==> src/rtl/sap_sequencer.sv <==
// Fetch/execute sequencer for the 8-bit W-bus microcomputer: run/step modes, HALT, opcode-directed T-states.
// Optional macro SEQ_VARIABLE_CYCLE_EN: skip trailing T-states whose control word is pure NOP.
module sap_sequencer #(
  parameter logic [11:0] NOP_WORD = 12'h3e3
) (
  input  logic        clk,
  input  logic        clear,
  input  logic        run,
  input  logic        step,
  input  logic [3:0]  instruction,
  output logic [11:0] cu_out,
  output logic [5:0]  t_state,
  output logic        halted,
  output logic        illegal
);

  typedef enum logic [2:0] {
    S_IDLE, S_T1, S_T2, S_T3, S_T4, S_T5, S_T6, S_HALT
  } state_t;

  localparam logic [3:0] OP_LDA = 4'h0;
  localparam logic [3:0] OP_ADD = 4'h1;
  localparam logic [3:0] OP_SUB = 4'h2;
  localparam logic [3:0] OP_OUT = 4'hE;
  localparam logic [3:0] OP_HLT = 4'hF;

  state_t state_q, state_d;
  logic   step_q;
  logic   adv;
  logic   op_defined;

  assign adv        = run | (step & ~step_q);
  assign op_defined = (instruction == OP_LDA) || (instruction == OP_ADD) ||
                      (instruction == OP_SUB) || (instruction == OP_OUT) ||
                      (instruction == OP_HLT);

  // Control word and next state; a non-advancing T-state only holds and drives NOP.
  always_comb begin
    cu_out  = NOP_WORD;
    illegal = 1'b0;
    state_d = state_q;
    case (state_q)
      S_IDLE: state_d = S_T1;
      S_T1: if (adv) begin cu_out = 12'h5e3; state_d = S_T2; end
      S_T2: if (adv) begin cu_out = 12'hbe3; state_d = S_T3; end
      S_T3: if (adv) begin cu_out = 12'h263; state_d = S_T4; end
      S_T4: if (adv) begin
        illegal = ~op_defined;
        case (instruction)
          OP_LDA, OP_ADD, OP_SUB: cu_out = 12'h1a3;
          OP_OUT:                 cu_out = 12'h3f2;
          default:                cu_out = NOP_WORD;
        endcase
        if (instruction == OP_HLT) state_d = S_HALT;
`ifdef SEQ_VARIABLE_CYCLE_EN
        else if (instruction == OP_OUT || !op_defined) state_d = S_T1;
`endif
        else state_d = S_T5;
      end
      S_T5: if (adv) begin
        case (instruction)
          OP_LDA:         cu_out = 12'h2c3;
          OP_ADD, OP_SUB: cu_out = 12'h2e1;
          default:        cu_out = NOP_WORD;
        endcase
`ifdef SEQ_VARIABLE_CYCLE_EN
        state_d = (instruction == OP_LDA) ? S_T1 : S_T6;
`else
        state_d = S_T6;
`endif
      end
      S_T6: if (adv) begin
        case (instruction)
          OP_ADD:  cu_out = 12'h3c7;
          OP_SUB:  cu_out = 12'h3cf;
          default: cu_out = NOP_WORD;
        endcase
        state_d = S_T1;
      end
      S_HALT: state_d = S_HALT;
      default: state_d = S_IDLE;
    endcase
  end

  always_ff @(posedge clk) begin
    if (clear) begin
      state_q <= S_IDLE;
      step_q  <= 1'b0;
    end else begin
      state_q <= state_d;
      step_q  <= step;
    end
  end

  always_comb begin
    case (state_q)
      S_T1:    t_state = 6'b100000;
      S_T2:    t_state = 6'b010000;
      S_T3:    t_state = 6'b001000;
      S_T4:    t_state = 6'b000100;
      S_T5:    t_state = 6'b000010;
      S_T6:    t_state = 6'b000001;
      default: t_state = 6'b000000;
    endcase
  end

  assign halted = (state_q == S_HALT);

endmodule
==> config.mk <==
export PLATFORM = sky130hd
export DESIGN_NAME = sap_sequencer
export DESIGN_NICKNAME = d
export VERILOG_FILES = /design/src/rtl/sap_sequencer.sv
export SDC_FILE = /design/constraint.sdc
export NUM_CORES = 1
export LEC_CHECK = 0
export ABC_AREA = 1
export BUFFER_PORTS_ARGS = -buffer_cell sky130_fd_sc_hd__buf_2
export CAP_MARGIN = 20
export CORE_AREA = 2 2 39 41
export DETAILED_ROUTE_END_ITERATION = 10
export DIE_AREA = 0 0 41 43
export PLACE_DENSITY = 0.65
export SLEW_MARGIN = 40
export SYNTH_ARGS = -nofsm -noshare
export SYNTH_HDL_FRONTEND = slang
export SYNTH_SLANG_ARGS = --single-unit
==> constraint.sdc <==
create_clock -name clk -period 1.6 [get_ports clk]
set_input_delay 0.48 -clock clk [delete_from_list [all_inputs] [get_ports clk]]
set_output_delay 0.48 -clock clk [all_outputs]
set_load 0.01 [all_outputs]
==> flow_summary.ini, run 1 <==
[routing]
drc = 0
via_per_inst = 4.67
antenna_left = 0
dr.pass1.iters = 4
vias = 654
drt_iter0_drc = 4
drt_wl_total_um = 1530
wl_per_cell_um = 10.9

[logic_synthesis]
synth_cell_types = 20
synth_area_um2 = 470
synth-seq-cells = 4
avgSynthCellArea_um2 = 5.88
syn_inst = 80
seq_area_frac_synth_pct = 17.0
synth_nets = 88
yosys_warnings = 0

[final_layout]
final_cell_count_no_fill = 140
final_nets = 134
layout-drive-gt1-share_pct = 65.3
diodes = 0
finalCoreUtilization_pct = 66.5
area_delta_synth_final_pct = 95.7

[power]
netSwitchingFraction_pct = 40.6
combPwrFrac_pct = 51.7
power_frac_clock_pct = 22.5
p_total_uw = 574
leakage_uw = 0.000477
peakVddDrop_uv = 317
pwr-share-seq_pct = 25.8
switching_power_uw = 233
powerDensity_nw_per_um2 = 624
p_int_uw = 341

[worst_setup_path]
crit_buf_inv = 2
cp_cell_sequence = buf_6 > nor2_4 > nand2_2 > nor2_4 > nand2_2 > nand2_1 > nand3_1 > buf_2
crit_type = input port to output port
slowest_stage = buf_2
end_kind = output port
cp.arrival_ns = 1.23
crit_cells = 8
cpPeakStageDelay_ns = 0.14
crit_start = instruction[2]
required_ns = 1.12
worstReg2RegStart = step_q
crit_fanout = 4
cp_top_family = simple AND/OR/NAND/NOR gates
cp-start-kind = input port
r2r.worst_path.cells = 7

[place]
io_buffers = 27
hpwl_um = 1030
gp_routability_congestion = 0.773
placedCellCount = 128

[sta]
fin_crit_sh_pct = 107
hold_viol_final = 0
hold_ws_ns = 0.403
skew_ns = 0.000181
maxSlewViolCount = 0
slew_headroom_pct = 86.7
rsz0062_at_grt = true
setup_ws_ns = -0.115
fin_setup_tns_ns = -0.404
fmax_mhz = 583
tightest_slew_ns = 0.198
finalSetupViolations = 10
final.min_clock_period_ns = 1.71

[floorplan]
start_util_pct = 34.0
core_area_um2 = 1380
dieArea_um2 = 1760
die_w_um = 41
io_pins = 28
dieHeight_um = 43
rows = 14

[cts]
clock_latency_ns = 0.24
cts-buffers-inserted = 3
cts_tree = done
clock_path_buffers = 2
cts_hold_buf = 0
clkSlewWorstSetupHoldPaths_ns = 0.04
cts_root_buffer = clkbuf_4
htreeDepth = 1
cts_sinks = 4

[global_route]
grt_usage_pct = 18.1
grt_pass1_wl_um = 2210
gr-total-overflow = 0
grt_max_degree = 8
first_global_vias = 578
antenna_found_initial = 0

[run_status]
status = complete, but fails checks
violations = negative setup slack

[flow_run]
cap_violations = 0

[hold_path]
holdPathStages = 2
min_from = clear
min_path_type = input port to flop
## Yosys cell counts
master	count	area share, %
inv_2	6	4.8
nand2_1	16	13
nand2_2	3	4.0
o21ai_0	4	4.3
nor2_2	2	2.7
a21oi_1	1	1.1
a21oi_4	1	3.5
nand3_1	7	7.4
buf_4	1	1.6
o211ai_1	2	3.2
o21ai_1	2	2.1
dfxtp_1	4	17
buf_6	1	2.4
nand3_2	3	6.4
nor2_1	9	7.2
o21bai_4	1	4.0
nor4_1	1	1.3
a21oi_2	1	1.9
inv_1	13	10
nor3_1	2	2.1
## flip-flops by register name (all words and copies together), names as in the netlist
signal and count:
state_q 3, step_q 1
## per-stage QoR
stage	area (um^2)	setup WS, ns
2_1_floorplan	470	0.0216
3_3_place_gp	659	-0.208
3_5_place_dp	659	-0.240
4_1_cts	811	-0.111
5_1_grt	921	-0.181
6_report	921	-0.115
## power groups by stage
stage | Clock, uW | Combinational [uW] | Sequential, uW
5_1_grt | 146 | 320 | 150
2_1_floorplan | 0 | 151 | 123
3_3_place_gp | 0 | 204 | 136
6_report | 129 | 297 | 148
4_1_cts | 137 | 249 | 140
3_5_place_dp | 0 | 208 | 136
## worst reg2reg max path, cell delays in order, from the launching register on
cell and delay, ns:
dfxtp_4 0.36, inv_2 0.04, a21oi_4 0.17, buf_6 0.15, buf_4 0.11, o211ai_1 0.07, nand2_1 0.08, a21oi_2 0.03
## kinds of logic (layout without fill, tap and decap cells)
group,count (synthesis),count (layout),synth area share (%)
compound gates,12,12,19.9
buf+inv,21,65,19.1
flops,4,4,17.0
simple gates,43,43,43.9
## repair_timing
| action | in CTS | in global routing |
|---|---|---|
| resized for setup | 27 | 21 |
| pin swaps | 10 | 6 |
| buffers inserted | 6 | 3 |
| endpoints found under the setup margin | 19 | 15 |
## area by class of cell
cell class | count | area (um^2)
fill | 126 | 463
multi-input combinational | 55 | 383
timing repair buffer | 43 | 314
sequential | 4 | 95.1
inverter | 19 | 86.3
clock buffer | 3 | 22.5
tap | 16 | 20.0
## per-layer routing
layer  vias up  GRT usage (%)  part of all wire (%)
met4         0           6.00                     0
met1       293           21.7                    40
met2        22           30.6                    54
met3         0           3.14                   5.9
li1        339              -                     -
met5         -              0                     0
## worst paths after layout
path	end	slack (ns)
setup / recovery	cu_out[5]	-0.11
hold / removal	step_q	0.40
setup reg to reg	state_q[1]	0.48
hold reg to reg	state_q[1]	0.65
## placed cells by master, fill, tap and decap left out, drive strengths merged
master   n
buf     43
nand2   19
inv     19
nor2    11
nand3   10
o21ai    6
dfxtp    4
clkbuf   3
a21oi    3
o211ai   2
nor3     2
o21bai   1
nor4     1
No activity file was read; power rests on OpenSTA's default activity.
==> run 2: changes to the inputs <==
SKIP_LAST_GASP = 1   (was unset)
==> run 2 against run 1 <==
Compared with the run above:
- the run still ends with negative setup slack left
- utilization down 0.81 points
- clock-buffer cell count unchanged
- combinational power about the same
- critical path depth unchanged
- die area unchanged
- first-iteration DRC count down 25%
- maximum frequency about the same
- worst setup slack worse by 0.00050 ns
- global-route usage unchanged
- power down 0.85%
==> flow_summary.ini, run 2 (synthesized netlist as in run 1, its figures left out) <==
[final_layout]
area_delta_synth_final_pct = 93.4
final_nets = 134
final_cell_mix = buf_2 (20), buf_4 (13), nand2_1 (12)
nFillCells = 129
largest_reg_flops = 3
layout_commonest_cell = buf_2
reg_top3 = state_q x3, step_q x1
diodes = 0
multi_input_area_um2 = 375
layout-drive-gt1-share_pct = 65.3
final_cell_count_no_fill = 140
registers.top_by_ff_count = state_q
seqCellArea_um2 = 95.1

[floorplan]
core_area_um2 = 1380
rows = 14
start_util_pct = 34.0
dieHeight_um = 43
dieArea_um2 = 1760
io_pins = 28
die_w_um = 41

[worst_setup_path]
crit_start = instruction[2]
r2r_end = state_q[1]
cp-start-kind = input port
required_ns = 1.12
cp_cell_sequence = buf_6 > nor2_4 > nand2_2 > nor2_4 > nand2_2 > nand2_1 > nand3_1 > buf_2
end_kind = output port
ff2ff_setup_slack_ns = 0.49
crit_type = input port to output port
cpPeakStageDelay_ns = 0.14
slowest_stage = buf_2
r2r.worst_path.cells = 7
cp.arrival_ns = 1.24
worstReg2RegStart = step_q
crit_fanout = 4

[sta]
rsz0062_at_grt = true
setup_ws_ns = -0.115
hold_viol_final = 0
skew_ns = 0.00130
tightest_slew_ns = 0.200
final.min_clock_period_ns = 1.72
fmax_mhz = 583
maxSlewViolCount = 0
fin_crit_sh_pct = 107
finalSetupViolations = 10
slew_headroom_pct = 86.5

[cts]
cts_tree = done
cts_root_buffer = clkbuf_4
cts_sinks = 4
clock_path_buffers = 2
clkSlewWorstSetupHoldPaths_ns = 0.04
cts-buffers-inserted = 3
clock_latency_ns = 0.23
htreeDepth = 1

[routing]
drc = 0
dr.pass1.iters = 4
antenna_left = 0
via_per_inst = 4.71
drt_iter0_drc = 3
vias = 660
wl_per_cell_um = 11.0
drt_wl_total_um = 1540

[place]
hpwl_um = 1030
placedCellCount = 128
io_buffers = 27
gp_routability_congestion = 0.773

[global_route]
first_global_vias = 578
grt_pass1_wl_um = 2210
gr-total-overflow = 0
grt_usage_pct = 18.1
antenna_found_initial = 0
grt_max_degree = 8

[power]
p_total_uw = 569
power_frac_clock_pct = 22.5
peakVddDrop_uv = 314
leakage_uw = 0.000475
switching_power_uw = 230
p_int_uw = 340
powerDensity_nw_per_um2 = 626
combPwrFrac_pct = 51.8
netSwitchingFraction_pct = 40.4
pwr-share-seq_pct = 25.7

[hold_path]
holdPathStages = 2
holdPathEnd = step_q
min_from = clear
min_path_type = input port to flop

[run_status]
violations = negative setup slack
status = complete, but fails checks

[flow_run]
cap_violations = 0
-- run 2: cell counts in the layout (fill, tap and decap cells not counted) --
No cell type changed its count.
-- run 2: area by class of cell --
class	instances	share of cell area [%]
Clock buffer	3	2.48
Inverter	19	9.49
Multi-Input combinational cell	55	41.3
Sequential cell	4	10.5
Tap cell	16	2.20
Timing Repair Buffer	43	34.1
-- run 2: worst max-delay path by stage --
| stage | slack (ns) | depth (start not counted) | end |
|---|---|---|---|
| 3_5_place_dp | -0.24 | 8 | cu_out[5] |
| 2_1_floorplan | 0.02 | 4 | cu_out[3] |
| 3_3_place_gp | -0.21 | 8 | cu_out[5] |
| 4_1_cts | -0.11 | 8 | cu_out[5] |
| 6_report | -0.12 | 8 | cu_out[5] |
| 5_1_grt | -0.18 | 8 | cu_out[5] |
-- run 2: per-layer routing --
metal	up-vias	track usage, %	share of wire (%)
met1	296	21.7	40
met3	0	3.14	6.0
li1	338	-	-
met4	0	6.00	0
met2	26	30.6	54
met5	-	0	0
-- run 2: stage by stage --
step           instance area, um^2  worst slack (ns)  TNS, ns  hold WS (ns)  utilization [%]
6_report                       910            -0.115   -0.448         0.404             65.7
5_1_grt                        910            -0.181    -1.13         0.396             65.7
4_1_cts                        811            -0.111   -0.550         0.397             58.6
3_5_place_dp                   659            -0.240    -1.27         0.622             47.6
3_3_place_gp                   659            -0.208    -1.17         0.625             47.6
2_1_floorplan                  470            0.0216        0         0.552                -
-- run 2: timing repair --
item,CTS,global route
pin swaps,10,6
endpoints found under the setup margin,19,15
buffers inserted,6,3
hold buffers,0,0
resized for setup,27,19
-- run 2: critical path, delay by kind of cell --
| kind | cells | cell delay [ns] |
|---|---|---|
| buffers and inverters | 2 | 0.24 |
| and+or+nand+nor | 6 | 0.51 |
-- run 2: power groups by stage --
| stage | combinational, uW | sequential, uW | clock, uW |
|---|---|---|---|
| floorplan | 151 | 123 | 0 |
| global placement | 204 | 136 | 0 |
| detailed placement | 208 | 136 | 0 |
| CTS | 249 | 140 | 137 |
| global route | 318 | 148 | 146 |
| finish | 295 | 146 | 128 |
